### src/rtl/gpio_input_capture.sv
// Board switch input capture: 2-flop sync, tick-paced debounce, press detection,
// sticky pending flags and an event counter, packed into the SoC gpI1 input word.

module gpio_input_capture_lane #(
    parameter int STABLE = 8
) (
    input  logic clk,
    input  logic reset,
    input  logic tick_i,
    input  logic sync_i,
    input  logic clr_i,
    output logic state_o,
    output logic pending_o,
    output logic rise_o
);
    localparam int CW = (STABLE > 1) ? $clog2(STABLE) : 1;
    localparam logic [CW-1:0] CNT_MAX = CW'(STABLE - 1);

    logic [CW-1:0] cnt_q, cnt_d;
    logic          state_q, state_d;
    logic          pend_q, pend_d;

    always_comb begin
        cnt_d   = cnt_q;
        state_d = state_q;
        rise_o  = 1'b0;
        if (tick_i) begin
            if (sync_i == state_q) begin
                cnt_d = '0;
            end else if (cnt_q == CNT_MAX) begin
                state_d = sync_i;
                cnt_d   = '0;
                rise_o  = sync_i;
            end else begin
                cnt_d = cnt_q + CW'(1);
            end
        end
        // A rise on the same cycle as a clear keeps the flag set.
        pend_d = rise_o | (pend_q & ~clr_i);
    end

    always_ff @(posedge clk or negedge reset) begin
        if (!reset) begin
            cnt_q   <= '0;
            state_q <= 1'b0;
            pend_q  <= 1'b0;
        end else begin
            cnt_q   <= cnt_d;
            state_q <= state_d;
            pend_q  <= pend_d;
        end
    end

    assign state_o   = state_q;
    assign pending_o = pend_q;
endmodule

module gpio_input_capture #(
    parameter int N_SW   = 4,
    parameter int DIV    = 100000,
    parameter int STABLE = 8
) (
    input  logic            clk,
    input  logic            reset,
    input  logic [N_SW-1:0] sw_raw,
    input  logic [N_SW-1:0] clr,
    output logic [N_SW-1:0] sw_state,
    output logic [N_SW-1:0] pending,
    output logic [7:0]      evt_cnt,
    output logic [31:0]     gp_word
);
    localparam int PCW = $clog2(DIV);
    localparam logic [PCW-1:0] PC_MAX = PCW'(DIV - 1);

    logic [N_SW-1:0] sync1_q, sync2_q;
    logic [PCW-1:0]  pc_q, pc_d;
    logic            tick;
    logic [N_SW-1:0] rise;
    logic [7:0]      n_rise;
    logic [7:0]      evt_q, evt_d;

    always_ff @(posedge clk or negedge reset) begin
        if (!reset) begin
            sync1_q <= '0;
            sync2_q <= '0;
        end else begin
            sync1_q <= sw_raw;
            sync2_q <= sync1_q;
        end
    end

    assign tick = (pc_q == PC_MAX);
    assign pc_d = tick ? '0 : pc_q + PCW'(1);

    always_ff @(posedge clk or negedge reset) begin
        if (!reset) pc_q <= '0;
        else        pc_q <= pc_d;
    end

    for (genvar i = 0; i < N_SW; i++) begin : gen_lane
        gpio_input_capture_lane #(.STABLE(STABLE)) u_lane (
            .clk       (clk),
            .reset     (reset),
            .tick_i    (tick),
            .sync_i    (sync2_q[i]),
            .clr_i     (clr[i]),
            .state_o   (sw_state[i]),
            .pending_o (pending[i]),
            .rise_o    (rise[i])
        );
    end

    // Simultaneous presses all count, so add the popcount rather than 1.
    always_comb begin
        n_rise = '0;
        for (int i = 0; i < N_SW; i++) n_rise = n_rise + 8'(rise[i]);
        evt_d = evt_q + n_rise;
    end

    always_ff @(posedge clk or negedge reset) begin
        if (!reset) evt_q <= '0;
        else        evt_q <= evt_d;
    end

    assign evt_cnt = evt_q;

    always_comb begin
        gp_word              = '0;
        gp_word[N_SW-1:0]    = sw_state;
        gp_word[8 +: N_SW]   = pending;
        gp_word[23:16]       = evt_q;
    end
endmodule

### config.mk
export PLATFORM = sky130hd
export DESIGN_NAME = gpio_input_capture
export DESIGN_NICKNAME = d
export VERILOG_FILES = /design/src/rtl/gpio_input_capture.sv
export SDC_FILE = /design/constraint.sdc
export NUM_CORES = 1
export LEC_CHECK = 0
export ABC_AREA = 1
export CORE_MARGIN = 5
export CORE_UTILIZATION = 28
export DETAILED_ROUTE_END_ITERATION = 12
export HOLD_SLACK_MARGIN = 0.02
export PLACE_DENSITY = 0.5
export RECOVER_POWER = 25
export SKIP_LAST_GASP = 1
export SYNTH_ARGS = -nofsm -noshare
export SYNTH_HDL_FRONTEND = slang
export SYNTH_SLANG_ARGS = --single-unit
### constraint.sdc
create_clock -name clk -period 5.6 [get_ports clk]
set_input_delay 1.4 -clock clk [delete_from_list [all_inputs] [get_ports clk]]
set_output_delay 1.4 -clock clk [all_outputs]
set_load 0.005 [all_outputs]
Word level (Yosys, flattened, before mapping). Index checks and enable logic that the tools add are counted.

Bits in registers: 53. Word-level logic and storage cells: 75.

Add/sub/neg operators: 9. Equal/unequal tests: 9. Muxes and demuxes: 21. Bitwise gates (word level): 16. Reductions and logical operators: 4.

Operator list (count): $mux W3 (8); $add A17 B1 Y17 const B (1); $eq A17 B17 Y1 const B (1); $mux W17 (1); $add A3 B1 Y3 const B (4); $eq A3 B3 Y1 const B (4); $mux W1 (12); $reduce_and A3 Y1 (4); $add A8 B4 Y8 (1); $not A1 Y1 (8); $add A3 B1 Y4 (1); $and A1 B1 Y1 (4); $eq A1 B1 Y1 (4); $or A1 B1 Y1 (4); $add A2 B1 Y3 (1); $add A1 B1 Y2 (1).

Logic depth before layout (Yosys ltp).
Word-level depth: 8. Depth in mapped cells: 16. Mapped depth without buffers: 16.

Modules after synthesis. From an unflattened synthesis, not the netlist that was laid out.

Cells, all modules: 330. Area total of the unflattened synthesis: 2825.2 µm².

Modules (own cells, without submodules): gpio_input_capture (instances 1, cells each 210, area each 1819.2 µm²); gpio_input_capture_lane (instances 4, cells each 30, area each 251.5 µm²).

Least setup slack after synthesis. No wires, ideal clock.

Path type: flip-flop to flip-flop. Start: register pc_q[0]. End: register evt_q[6], in the netlist evt_cnt[6]. Library setup time: 0.080 ns. Arrival time: 2.885 ns. Required time: 5.520 ns. Path slack: 2.635 ns. Stages on the path, launching flop included: 16. Cell sequence: dfrtp_1 > ha_1 > nand3_2 > inv_2 > nand3_2 > nor2_4 > nand4_1 > inv_1 > ha_1 > fa_1 > ha_1 > fa_1 > nand3_1 > nand2_1 > nand3_1 > xnor2_1.

Longest elaborated chain between the ends: 6.

RTL lines: start, declared (line 76) `logic [PCW-1:0] pc_q, pc_d;`; start signal, assigned (line 97) `else pc_q <= pc_d;`; $eq A17 B17 Y1 * (line 92) `assign tick = (pc_q == PC_MAX);`; $mux W1 (line 27) `if (tick_i) begin`; $add A1 B1 Y2 (line 116) `for (int i = 0; i < N_SW; i++) n_rise = n_rise + 8'(rise[i]);`; $add A2 B1 Y3 (line 116); $add A3 B1 Y4 * (line 116); $add A8 B4 Y8 * (line 117) `evt_d = evt_q + n_rise;`; via evt_d[6] (line 80) `logic [7:0] evt_q, evt_d;`; end signal, assigned (line 122) `else evt_q <= evt_d;`; end, declared (line 80).

Mark *: on every way through the listed nets, which the timed path passes. The rest lies on a longest branch. A chain may end at the register's enable or synchronous reset.

Worst setup path after layout. Ends and elaborated chain as after synthesis.

==> impl.org <==
** Status
- The flow ran to the end, but the final reports show violations.
- Violations in the final reports :: max-capacitance violations, max-slew violations

** Timing
- Setup slack on the critical path of the routed design comes to roughly 1500 ps.
- Pin slew with the least headroom to its limit :: approximately 2800 ps
- Portion of the clock cycle consumed by the worst path in the final layout :: 0.737
- Setup repair after global routing left no endpoint under its margin.
- Across the routed clock network, the largest skew measured is between 4 and 5 ps.
- Final hold violations :: 0
- Setup violations remaining at the end of the flow were counted as 0.
- Max_slew headroom :: -0.889
- Static timing analysis puts the maximum clock frequency at about 0.24 GHz.
- Final total negative setup slack :: 0 ps
- The clock period could shrink to a little over 4000 ps.
- The final count of pins violating max slew came to 54.

** Setup path
- In this run the worst setup path begins at pc_q[0].
- Depth of the most critical reg-to-reg path :: 15
- The worst setup path is launched from a flip-flop.
- On the worst path, the slowest cell contributes a delay of approximately 900 ps.
- Classification of the worst setup path :: flip-flop to flip-flop
- Along the worst path, the maximum fanout reaches 17.
- The worst setup path is captured at a flip-flop.
- FF-to-FF Start :: pc_q[0]
- Worst path required time :: a little under 6000 ps
- Counting stages on the worst path, the most repeated cell is nand3_1.
- The slowest stage of the critical path is the nor2_1 cell.
- Data arrives at the worst endpoint at between 4000 and 5000 ps.
- The worst register-to-register path has a setup slack of ~1500 ps.
- Cell Chain, Critical Path :: ha_1 -> nand3_1 -> inv_1 -> nand3_1 -> nor2_1 -> nand3_1 -> inv_1 -> ha_1 -> fa_1 -> ha_1 -> fa_1 -> nand3_1 -> nand2_1 -> nand3_1 -> xnor2_1
- Reg2Reg Capture Point :: evt_cnt[6]

** Layout
- Post-synthesis to final-layout area growth :: 14.5%
- Area used by multi-input combinational logic :: ~1100 µm²
- The layout has between 1000 and 1500 filler cells.
- N_diodes :: 0
- Register cell area after layout :: 1330 µm²
- Final core utilization :: 0.331
- Final Instance Count excl. Fillers :: about 470
- Ratio of cells with drive above 1 in the final layout :: 0.0352
- Cell area after layout :: roughly 3300 µm²
- Post-layout net count :: 366

** Global routing
- Maximum number of pins on one net before global-route repair :: 54
- The first global-routing pass estimated between 9000 and 10000 µm of wire.
- After global routing the overflow that remains totals 0.
- Number of global-route vias before repair :: 2111
- Initial antenna violation count :: 0
- In the global route stage, overall resource usage came out at 0.0914.

** Floorplan
- Initial standard-cell utilization of the core :: 0.289
- From bottom edge to top edge, the die measures approximately 110 µm.
- Core Footprint :: around 10000 µm²
- Die Wd :: 111 µm
- Die Outline Area :: 12300 µm²
- Num ports :: 58
- # rows :: 36

** Clocking
- In this run, post-CTS hold repair placed 0 buffers.
- Clock-pin slew was measured on the worst setup and hold paths at roughly 100 ps.
- Counting every sink on the clock net gives between 50 and 60.
- Counting the buffers created by CTS gives 5.
- H-tree levels :: 2
- CTS root buffer :: clkbuf_8
- Clock latency at the later pin of the worst-skew pair :: approximately 300 ps
- After clock tree synthesis, the repair step resized 0 gates.
- After clock tree synthesis, the setup repair step added 0 buffers.
- TritonCTS clock tree :: done
- The clock passes through at most 2 buffers.

** Power
- Of the total power, the share spent switching nets is 0.206.
- Seq pwr share :: 0.573
- Static leakage power :: 0.00172 µW
- Switching power :: 139 µW
- Of the total power, combinational logic draws 0.027.
- Power density normalized to cell area :: roughly 210 nW/µm²
- Maximum vdd ir drop :: around 0.10 mV
- The share of total power dissipated in the clock network is 0.400.
- Cell-internal power :: roughly 540 µW

** Yosys
- Synthesis instantiated 23 different standard cells from the library.
- Number of synthesized register bits :: 53
- Yosys warns :: 0
- Cell Area, Synth :: roughly 2800 µm²
- Number of instances in the synthesized netlist :: between 300 and 400
- In this run the mean area of a mapped cell was between 8 and 9 µm².
- For this run, the register share of the synthesized area comes to 0.467.

** Routing
- Detail Route Antenna Nets :: 0
- After detailed routing, the average wire length per cell comes to between 10 and 15 µm.
- For this run, design rule violations remaining after detail routing come to 0.
- DR iter-0 viols :: 67
- Avg Vias per Cell :: 4.14
- Detailed-router iteration count before antenna repair :: 4
- Total via count after detailed routing :: 1961
- Total Wirelength :: about 5200 µm

** Placed design
- Gp weighted congestion :: 0.896
- Summing all placed instances gives a cell area of 3150 µm².
- IO buf count :: roughly 40
- The number of placed instances, taps included, is ~470.
- Timing analysis after detailed placement gives a worst setup slack of 2160 ps.
- After legalization and detailed placement, the total HPWL measured 3880 µm.

** Worst hold path
- In this run the most critical hold path is launched from sync1_q[2].
- Worst min-delay path class :: flip-flop to flip-flop
- Cells on Worst Hold Path :: 0
- Endpoint of the worst hold-timing path :: sync2_q[2]

** Job
- The tool flagged a number of max-cap violations equal to 1.
-- registers in the layout, indices dropped and copies added, names as in the netlist --
name	count
pc_q	17
gen_lane.u_lane.state_o	4
sync1_q	4
gen_lane.u_lane.pending_o	4
evt_cnt	8
gen_lane.u_lane.cnt_q	12
sync2_q	4
-- metrics by stage --
stage | hold WS, ps | total power, µW
after floorplan | 331 | 407
after global placement | 336 | 414
after detailed placement | 335 | 414
after CTS | 362 | 687
after global routing | 376 | 710
final | 355 | 675
-- worst max-delay path by stage --
stage                             to  slack, ps  depth (start not counted)
final                     evt_cnt[6]       1470                         15
after detailed placement  evt_cnt[6]       2160                         15
after global placement    evt_cnt[6]       2270                         15
after CTS                 evt_cnt[6]       2150                         15
after floorplan           evt_cnt[6]       2630                         15
after global routing      evt_cnt[6]       1020                         15
-- final cells by class --
class | instances | area share
clock buffer | 6 | 0.0254
clock inverter | 2 | 0.0115
inverter | 30 | 0.0354
multi-input combinational | 208 | 0.343
sequential | 53 | 0.408
tap | 133 | 0.0512
timing repair buffer | 42 | 0.126
-- cell families (layout without fill, tap and decap cells) --
kind of cell / after synthesis / count (layout) / synth area share
AND/OR/NAND/NOR: 146 / 146 / 0.225
buffers and inverters: 72 / 80 / 0.154
flip-flops: 53 / 53 / 0.467
XOR/XNOR: 18 / 18 / 0.0555
adder cells (fa/ha/maj): 16 / 16 / 0.0758
AO/OA/AOI/OAI: 12 / 12 / 0.0212
other: 1 / 16 / 0.00132
-- power by group through the flow --
stage               clock network, µW  logic [µW]  registers, µW
detailed placement                  0        19.8            394
global route                      301        22.4            387
CTS                               280        19.8            387
global placement                    0        19.9            394
floorplan                           0        13.2            394
finish                            270        18.2            387
-- per-layer routing --
| layer | global-route usage | part of all wire |
|---|---|---|
| met4 | 0.0296 | 0.016 |
| met1 | 0.122 | 0.50 |
| met5 | 0 | 0 |
| met3 | 0.0240 | 0.056 |
| met2 | 0.144 | 0.43 |
-- cells in the mapped netlist --
cell type   n  area [µm²]
fa_1        2        40.0
xor2_1     16         140
nand2_1    72         270
ha_1       14         175
buf_6       2        22.5
inv_1      28         105
nand3_2     4        40.0
a21oi_1     2        10.0
and3_1      1        6.26
inv_2       1        3.75
buf_4      40         300
and2_1      1        6.26
nand4_1     9        56.3
nor2_4      1        11.3
inv_4       1        6.26
conb_1      1        3.75
o21ai_0    10        50.1
nand3_1    19        95.1
xnor2_1     2        17.5
nor3_1      3        15.0
dfrtp_1    53        1330
nor2_1     35         131
nand2b_1    1        6.26
-- cells in the final DEF (no fill, tap or decap), types with 9 or more instances in the layout --
cell type	instances
nand2_1	72
dfrtp_1	53
nor2_1	36
clkdlybuf4s50_1	36
inv_1	29
nand3_1	21
xor2_1	16
conb_1	16
ha_1	14
o21ai_0	10
nand4_1	9
-- worst max-delay path, delay by kind of cell, from the launching register on --
kind	cells	cell delay [ps]
simple gates	7	1700
buf+inv	2	310
flops	1	380
fa+ha+maj	5	1560
xor+xnor	1	110
Power figures use the tool's default switching activity.
==> RTL edit, RTL diff (same settings) <==
Change the parameter `DIV` from 100000 to 200000.
--- a/src/rtl/gpio_input_capture.sv
+++ b/src/rtl/gpio_input_capture.sv
@@ -57,7 +57,7 @@
 
 module gpio_input_capture #(
     parameter int N_SW   = 4,
-    parameter int DIV    = 100000,
+    parameter int DIV    = 200000,
     parameter int STABLE = 8
 ) (
     input  logic            clk,
Check against the original RTL: same outputs for any inputs over 10 cycles, from zero or initial values and one cycle with reset low; that may be too few to reach the edited logic, so the function may still have changed.
==> RTL edit against the unedited design <==
- wire length increased by 6.6%
- critical path type unchanged
- hold slack got worse by 0.68 ps
- final cell count increased by 9.3%
- synthesized area increased by 7.1%
- combinational power increased by 9%
- sequential cell count increased by 1
- die area increased by 6.5%
- largest cell class unchanged
- design area increased by 5.0%
- global-route usage increased by 0.29 points
- worst setup slack improved by 440 ps
- highest routed layer unchanged
- total power decreased by 6.1%
- count of clock-buffer cells in the layout decreased by 1
- via count increased by 8.6%
- first-iteration DRC count decreased by 18%
==> RTL edit: results (changes against the unedited design) <==
INFO  metric global_route.usage.total = 0.0944 (+0.00294)
INFO  metric clock_power = 0.220 mW (-19%)
INFO  metric non_clock_inverter_instance_count_of_the_final_layout = 43 (+43%)
INFO  metric final.clkbuf_count = 5 (-1)
INFO  metric routed_wl = 5570 um (+6.6%)
INFO  metric status = complete, no violations
INFO  metric drt_iter0_drc = 55 (-18%)
INFO  metric ff_latch_area = 0.00135 sq mm (+1.9%)
INFO  metric adder_and_majority_gate_portion_of_the_synthesized_area = 0.0708 (-0.00505)
INFO  metric cp.arrival = 3930 ps (-430 ps)
INFO  metric layout.filler_cells = 1,181 (+11%)
INFO  metric via_count_normalized_by_instance_count = 4.11 (-0.65%)
INFO  metric yosysSeqAreaShare = 0.444 (-0.0229)
INFO  metric met3RoutedLength = 250 um (-14%)
INFO  metric post_synth_most_frequent_cells = 76 x nand2_1, 54 x dfrtp_1, 42 x nor2_1
INFO  metric layout.nonclk_buf_frac = 0.121 (-0.00485)
INFO  metric fmaxAchievable = 271 MHz (+12%)
INFO  metric post-dp-hpwl = 4110 um (+5.8%)
INFO  metric num-nets-final = 403 (+10%)
INFO  metric synth_top_area_frac = 0.444 (-0.0229)
INFO  metric slew_headroom = 0.201 (+1.09)
INFO  metric layout.comb_gates.multi_input = 231 (+11%)
INFO  metric largest_reg_flops = 18 (+1)
INFO  metric post_route_cells_drive_above_1_share = 0.0688 (+0.0336)
INFO  metric hold-worst-slack = 355 ps (-0.678 ps)
INFO  metric p_leak = 1.72 nW (-0.44%)
INFO  metric grt_pass1_wl = 10,100 um (+5.7%)
INFO  metric grt_start_max_net_pins = 55 (+1.9%)
INFO  metric irDropWorstVdd = 0.105 mV (+3.5%)
INFO  metric multi_input_area_share = 0.358 (+0.0150)
INFO  metric yosys.area_share.xor_xnor = 0.0461 (-0.00946)
INFO  metric worst_hold_start = sync1_q[0]
## RTL edit: changes by cell type after synthesis, sizes merged, moves of 3 or more
cell,unedited run,this run
or2,0,4
xor2,16,13
nor2,36,48
nand2,72,79
inv,30,42
a21oi,2,5
## RTL edit: metrics by stage
stage / area, sq um / std cells / worst slack, ps / utilization / power (mW)
after detailed placement: 3360 / 510 / 2240 / 0.313 / 0.423
after global routing: 3410 / 518 / 1460 / 0.318 / 0.669
after CTS: 3450 / 518 / 2210 / 0.321 / 0.649
after global placement: 3360 / 510 / 2350 / 0.313 / 0.423
final: 3410 / 518 / 1910 / 0.318 / 0.634
after floorplan: 3100 / 370 / 2500 / - / 0.415
## RTL edit: final timing paths
check | to | cells past startpoint
worst max-delay path | evt_cnt[6] | 16
worst min-delay path | sync2_q[0] | 0
worst max register to register | evt_cnt[6] | 16
worst min register to register | sync2_q[0] | 0
max in group asynchronous | gen_lane[1].u_lane.cnt_q[0] | 2
min in group asynchronous | gen_lane[0].u_lane.cnt_q[0] | 2
